**src/rtl/serial_adder_pkg.sv**
```systemverilog
// Shared types and defaults for the bit-serial adder.
package serial_adder_pkg;

    localparam int DEFAULT_WIDTH = 8;

    typedef enum logic [1:0] {
        IDLE  = 2'd0,
        SHIFT = 2'd1,
        DONE  = 2'd2
    } state_t;

endpackage

```
**src/rtl/serial_adder_full_adder.sv**
```systemverilog
// Combinational sum/carry cell: a full adder built from two half adders.
module half_adder (
    input  logic x,
    input  logic y,
    output logic s,
    output logic c
);
    assign s = x ^ y;
    assign c = x & y;
endmodule

module full_adder (
    input  logic a,
    input  logic b,
    input  logic cin,
    output logic s,
    output logic cout
);
    logic s0, c0, c1;

    half_adder u_ha0 (.x(a),  .y(b),   .s(s0), .c(c0));
    half_adder u_ha1 (.x(s0), .y(cin), .s(s),  .c(c1));

    // At most one half adder can produce a carry, so OR is enough.
    assign cout = c0 | c1;
endmodule

```
**src/rtl/serial_adder.sv**
```systemverilog
// Bit-serial WIDTH-bit adder: LSB-first, one bit per clock through a single
// full adder with the carry held in a flip-flop between bits.
// Optional: define SERIAL_ADDER_SUB_EN to add a 'sub' port (a - b in two's
// complement; carry_out=1 means no borrow).
module serial_adder
    import serial_adder_pkg::*;
#(
    parameter int WIDTH = DEFAULT_WIDTH
) (
    input  logic             clk,
    input  logic             rst,
    input  logic             start,
    input  logic [WIDTH-1:0] a,
    input  logic [WIDTH-1:0] b,
`ifdef SERIAL_ADDER_SUB_EN
    input  logic             sub,
`endif
    output logic             ready,
    output logic             busy,
    output logic             done,
    output logic [WIDTH-1:0] sum,
    output logic             carry_out
);
    localparam int CNT_W = $clog2(WIDTH);

    state_t             state, state_nxt;
    logic [WIDTH-1:0]   a_sh, b_sh, s_sh, s_next;
    logic               carry;
    logic [CNT_W-1:0]   count;
    logic               last;
    logic               fa_s, fa_c;

    full_adder u_fa (
        .a   (a_sh[0]),
        .b   (b_sh[0]),
        .cin (carry),
        .s   (fa_s),
        .cout(fa_c)
    );

    assign s_next = {fa_s, s_sh[WIDTH-1:1]};
    assign last   = (count == CNT_W'(WIDTH - 1));

    // State register.
    always_ff @(posedge clk) begin
        if (rst) state <= IDLE;
        else     state <= state_nxt;
    end

    // Next-state and status outputs.
    always_comb begin
        state_nxt = state;
        ready     = 1'b0;
        busy      = 1'b0;
        done      = 1'b0;
        case (state)
            IDLE: begin
                ready = 1'b1;
                if (start) state_nxt = SHIFT;
            end
            SHIFT: begin
                busy = 1'b1;
                if (last) state_nxt = DONE;
            end
            DONE: begin
                done      = 1'b1;
                state_nxt = IDLE;
            end
            default: state_nxt = IDLE;
        endcase
    end

    // Operand capture, serial shifting and result latch.
    always_ff @(posedge clk) begin
        if (rst) begin
            a_sh      <= '0;
            b_sh      <= '0;
            s_sh      <= '0;
            carry     <= 1'b0;
            count     <= '0;
            sum       <= '0;
            carry_out <= 1'b0;
        end else begin
            case (state)
                IDLE: begin
                    if (start) begin
                        a_sh  <= a;
`ifdef SERIAL_ADDER_SUB_EN
                        // a - b = a + ~b + 1: invert b, seed the carry.
                        b_sh  <= sub ? ~b : b;
                        carry <= sub;
`else
                        b_sh  <= b;
                        carry <= 1'b0;
`endif
                        count <= '0;
                    end
                end
                SHIFT: begin
                    a_sh  <= a_sh >> 1;
                    b_sh  <= b_sh >> 1;
                    s_sh  <= s_next;
                    carry <= fa_c;
                    count <= count + CNT_W'(1);
                    // Result registers only move on completion.
                    if (last) begin
                        sum       <= s_next;
                        carry_out <= fa_c;
                    end
                end
                default: ;
            endcase
        end
    end

endmodule
```
**config.mk**
```make
export PLATFORM = sky130hd
export DESIGN_NAME = serial_adder
export DESIGN_NICKNAME = d
export VERILOG_FILES = /design/src/rtl/serial_adder_pkg.sv /design/src/rtl/serial_adder_full_adder.sv /design/src/rtl/serial_adder.sv
export SDC_FILE = /design/constraint.sdc
export NUM_CORES = 1
export LEC_CHECK = 0
export CAP_MARGIN = 40
export CORE_MARGIN = 4
export CORE_UTILIZATION = 54
export CTS_CLUSTER_SIZE = 12
export DETAILED_ROUTE_END_ITERATION = 7
export GPL_ROUTABILITY_DRIVEN = 0
export PLACE_DENSITY = 0.83
export SKIP_LAST_GASP = 1
export SLEW_MARGIN = 20
export SYNTH_ARGS = -nofsm -noshare
export SYNTH_HDL_FRONTEND = slang
export SYNTH_SLANG_ARGS = --single-unit
```
**constraint.sdc**
```tcl
create_clock -name clk -period 2.35 [get_ports clk]
set_input_delay 0.47 -clock clk [delete_from_list [all_inputs] [get_ports clk]]
set_output_delay 0.47 -clock clk [all_outputs]
set_load 0.02 [all_outputs]
```
==> run summary <==
TritonCTS clock tree -> yes
Crit path time final -> 2.14 ns
Clock root cell -> clkbuf_4
Share of the synthesized area in the top cell type -> 47.6%
Htree depth -> 2
Antenna violations before repair -> 0
Synth Register Bits -> 38
Placeable Area -> 2780 um^2
Die H -> 62.4 um
Count of final hold-check violations -> 0
Total CTS buffers -> 5
Outcome -> completed
GRT Total Usage -> 17.0%
Layout cell share with drive strength beyond 1 -> 13.1%
Mapped Area -> 1600 um^2
# rows -> 19
Post-CTS Resized -> 0
RSZ-0062 raised after global routing -> false
Kind of critical path -> flip-flop to primary output
Clk_lat worst skew -> 0.34 ns
Final wirelength -> 3080 um
Fmax -> 0.467 GHz
Placed Area -> 1900 um^2
CP Launch Type -> flip-flop
Worst Path Arrival -> 1.67 ns
Clk_skew -> 0.00354 ns
Reg2Reg Depth -> 5
Dpl hpwl -> 2290 um
Tightest Pin Transition -> 0.339 ns
Final Setup Violations -> 0
Fin. max-slew vios -> 0
Max cap viols -> 0
Worst r2r dst -> a_sh[3]$_SDFFE_PP0P_
Worst setup path startpoint -> state[0]$_SDFFE_PP0P_
Clock Tree Buf Depth -> 2
Ys Warns -> 0
Ports -> 31
Hold Buf Count CTS -> 0
Syn Inst Count -> 168
Final ANT Viol Nets -> 0
Initial DRC count -> 46
Detailed Routing Iterations Pass 1 -> 4
Setup Fix Bufs, Post-CTS -> 0
N_diodes -> 0
Area grow syn2layout -> 22.7%
R2R Setup Slk -> 0.77 ns
Port bufs -> 30
Fill count -> 240
Syn avg cell area -> 9.52 um^2
Required @ worst endpoint -> 1.88 ns
Worst r2r src -> state[0]$_SDFFE_PP0P_
Crit path capture -> done
DRC violations left -> 0
Synth top area cells -> dfxtp_1 (48%), mux2i_1 (9.4%), a211oi_2 (7.8%)
Hold Crit Class -> flip-flop to flip-flop
Pwr dens -> 609 nW/um^2
Rel. slew slack -> 77.4%
Fin nets -> 219
Largest net degree at the start of global routing -> 29
DIE WIDTH -> 62.4 um
Die Area -> 3900 um^2
Via density -> 5.42
Global-route wire length before repair -> 5370 um
Wire length per cell -> 13.4 um
Vias -> 1241
Max IR drop VDD -> 0.524 mV
Largest area contributor in the netlist -> dfxtp_1
Reg clk slew, reported paths -> 0.11 ns
Post-route cell area -> 1960 um^2
Seq/Total Area, Yosys -> 47.6%
Tcrit/Tclk final -> 91.2%
Final setup TNS -> 0 ns
Vias in the first global route -> 1307
Unique masters post-synth -> 24
CP Capture Type -> primary output
Syn_nets -> 190
Crit Path Max Fanout -> 22
CTS sink count -> 38
Initial core utilization -> 57.5%
Leakage power -> 0.740 nW
GRT overflow -> 0
-- worst max-delay path, stage by stage, from the launching register on --
cell and delay [ns]:
dfxtp_1 0.33, buf_4 0.23, nor2b_1 0.16, clkdlybuf4s50_1 0.62
-- power by group --
part	internal, mW	switching (mW)
clock network	0.145	0.200
logic	0.0818	0.0794
registers	0.673	0.0167
-- worst min-delay path by stage --
stage                                    start                    to  slack (ns)  depth (start not counted)
after floorplan           s_sh[1]$_SDFFE_PP0P_   sum[0]$_SDFFE_PP0P_        0.43                          2
after global placement     sum[2]$_SDFFE_PP0P_   sum[2]$_SDFFE_PP0P_        0.44                          2
after detailed placement   sum[5]$_SDFFE_PP0P_   sum[5]$_SDFFE_PP0P_        0.45                          2
after CTS                  sum[6]$_SDFFE_PP0P_   sum[6]$_SDFFE_PP0P_        0.47                          2
after global routing      s_sh[7]$_SDFFE_PP0P_  s_sh[6]$_SDFFE_PP0P_        0.49                          2
final                      sum[6]$_SDFFE_PP0P_   sum[6]$_SDFFE_PP0P_        0.46                          2
-- sequential cells by signal, indices dropped and copies added (netlist names) --
name       cells
a_sh           8
b_sh           8
carry          1
carry_out      1
count          3
s_sh           7
state          2
sum            8
-- layout by cell type, fill, tap and decap left out, types with 2 or more instances in the layout --
cell type,Yosys,final
clkdlybuf4s50_1,0,29
a211oi_1,5,5
a21oi_1,16,16
dfxtp_1,38,38
ha_1,2,2
nor2_1,22,22
mux2i_1,15,15
clkbuf_4,0,5
nand2_1,32,32
a211oi_2,10,10
buf_4,1,3
a22oi_1,5,5
-- cells in the mapped netlist, drive strengths merged --
library cell  instances
o21bai                1
a211oi               15
nor2                 22
nand2b                1
nor3                  1
a21oi                16
and3b                 1
inv                   2
ha                    2
nor3b                 1
clkbuf                3
mux2i                15
a22oi                 5
nand2                32
nor2b                 1
nand3b                1
o21ba                 1
buf                   9
dfxtp                38
fa                    1
-- metrics by stage --
stage	worst slack [ns]	std cells	hold WS, ns	utilization [%]	power, mW
finish	0.208	229	0.461	70.5	1.20
global route	0.127	229	0.492	70.5	1.26
CTS	0.0118	229	0.466	70.4	1.21
detailed placement	0.404	221	0.451	68.2	0.866
global placement	0.464	221	0.443	68.2	0.859
floorplan	1.04	168	0.432	-	0.815
-- routing by layer --
metal	up-vias	share of wire (%)	track usage [%]
li1	632	-	-
met1	577	40	16.4
met2	26	53	31.3
met3	6	5.1	5.04
met4	0	1.7	9.81
met5	-	0	0
-- kinds of logic (layout without fill, tap and decap cells) --
kind of cell / after synthesis / count (layout) / synth area share, %
AND/OR/NAND/NOR: 60 / 60 / 15.5
AO/OA/AOI/OAI: 38 / 38 / 18.9
multiplexers: 15 / 15 / 9.39
buffers and inverters: 14 / 44 / 5.87
adder cells (fa/ha/maj): 3 / 3 / 2.82
flip-flops: 38 / 38 / 47.6
-- area by class of cell --
type,count,area [um^2],share of cell area (%)
flip-flops and latches,38,761,38.8
multi-input cells,116,747,38.1
repair buffers,34,345,17.6
clock buffers,7,55.1,2.81
well taps,31,38.8,1.98
inverters,2,10.0,0.510
clock inverters,1,5.00,0.255
Note: power is estimated with default switching activity, not from simulation.
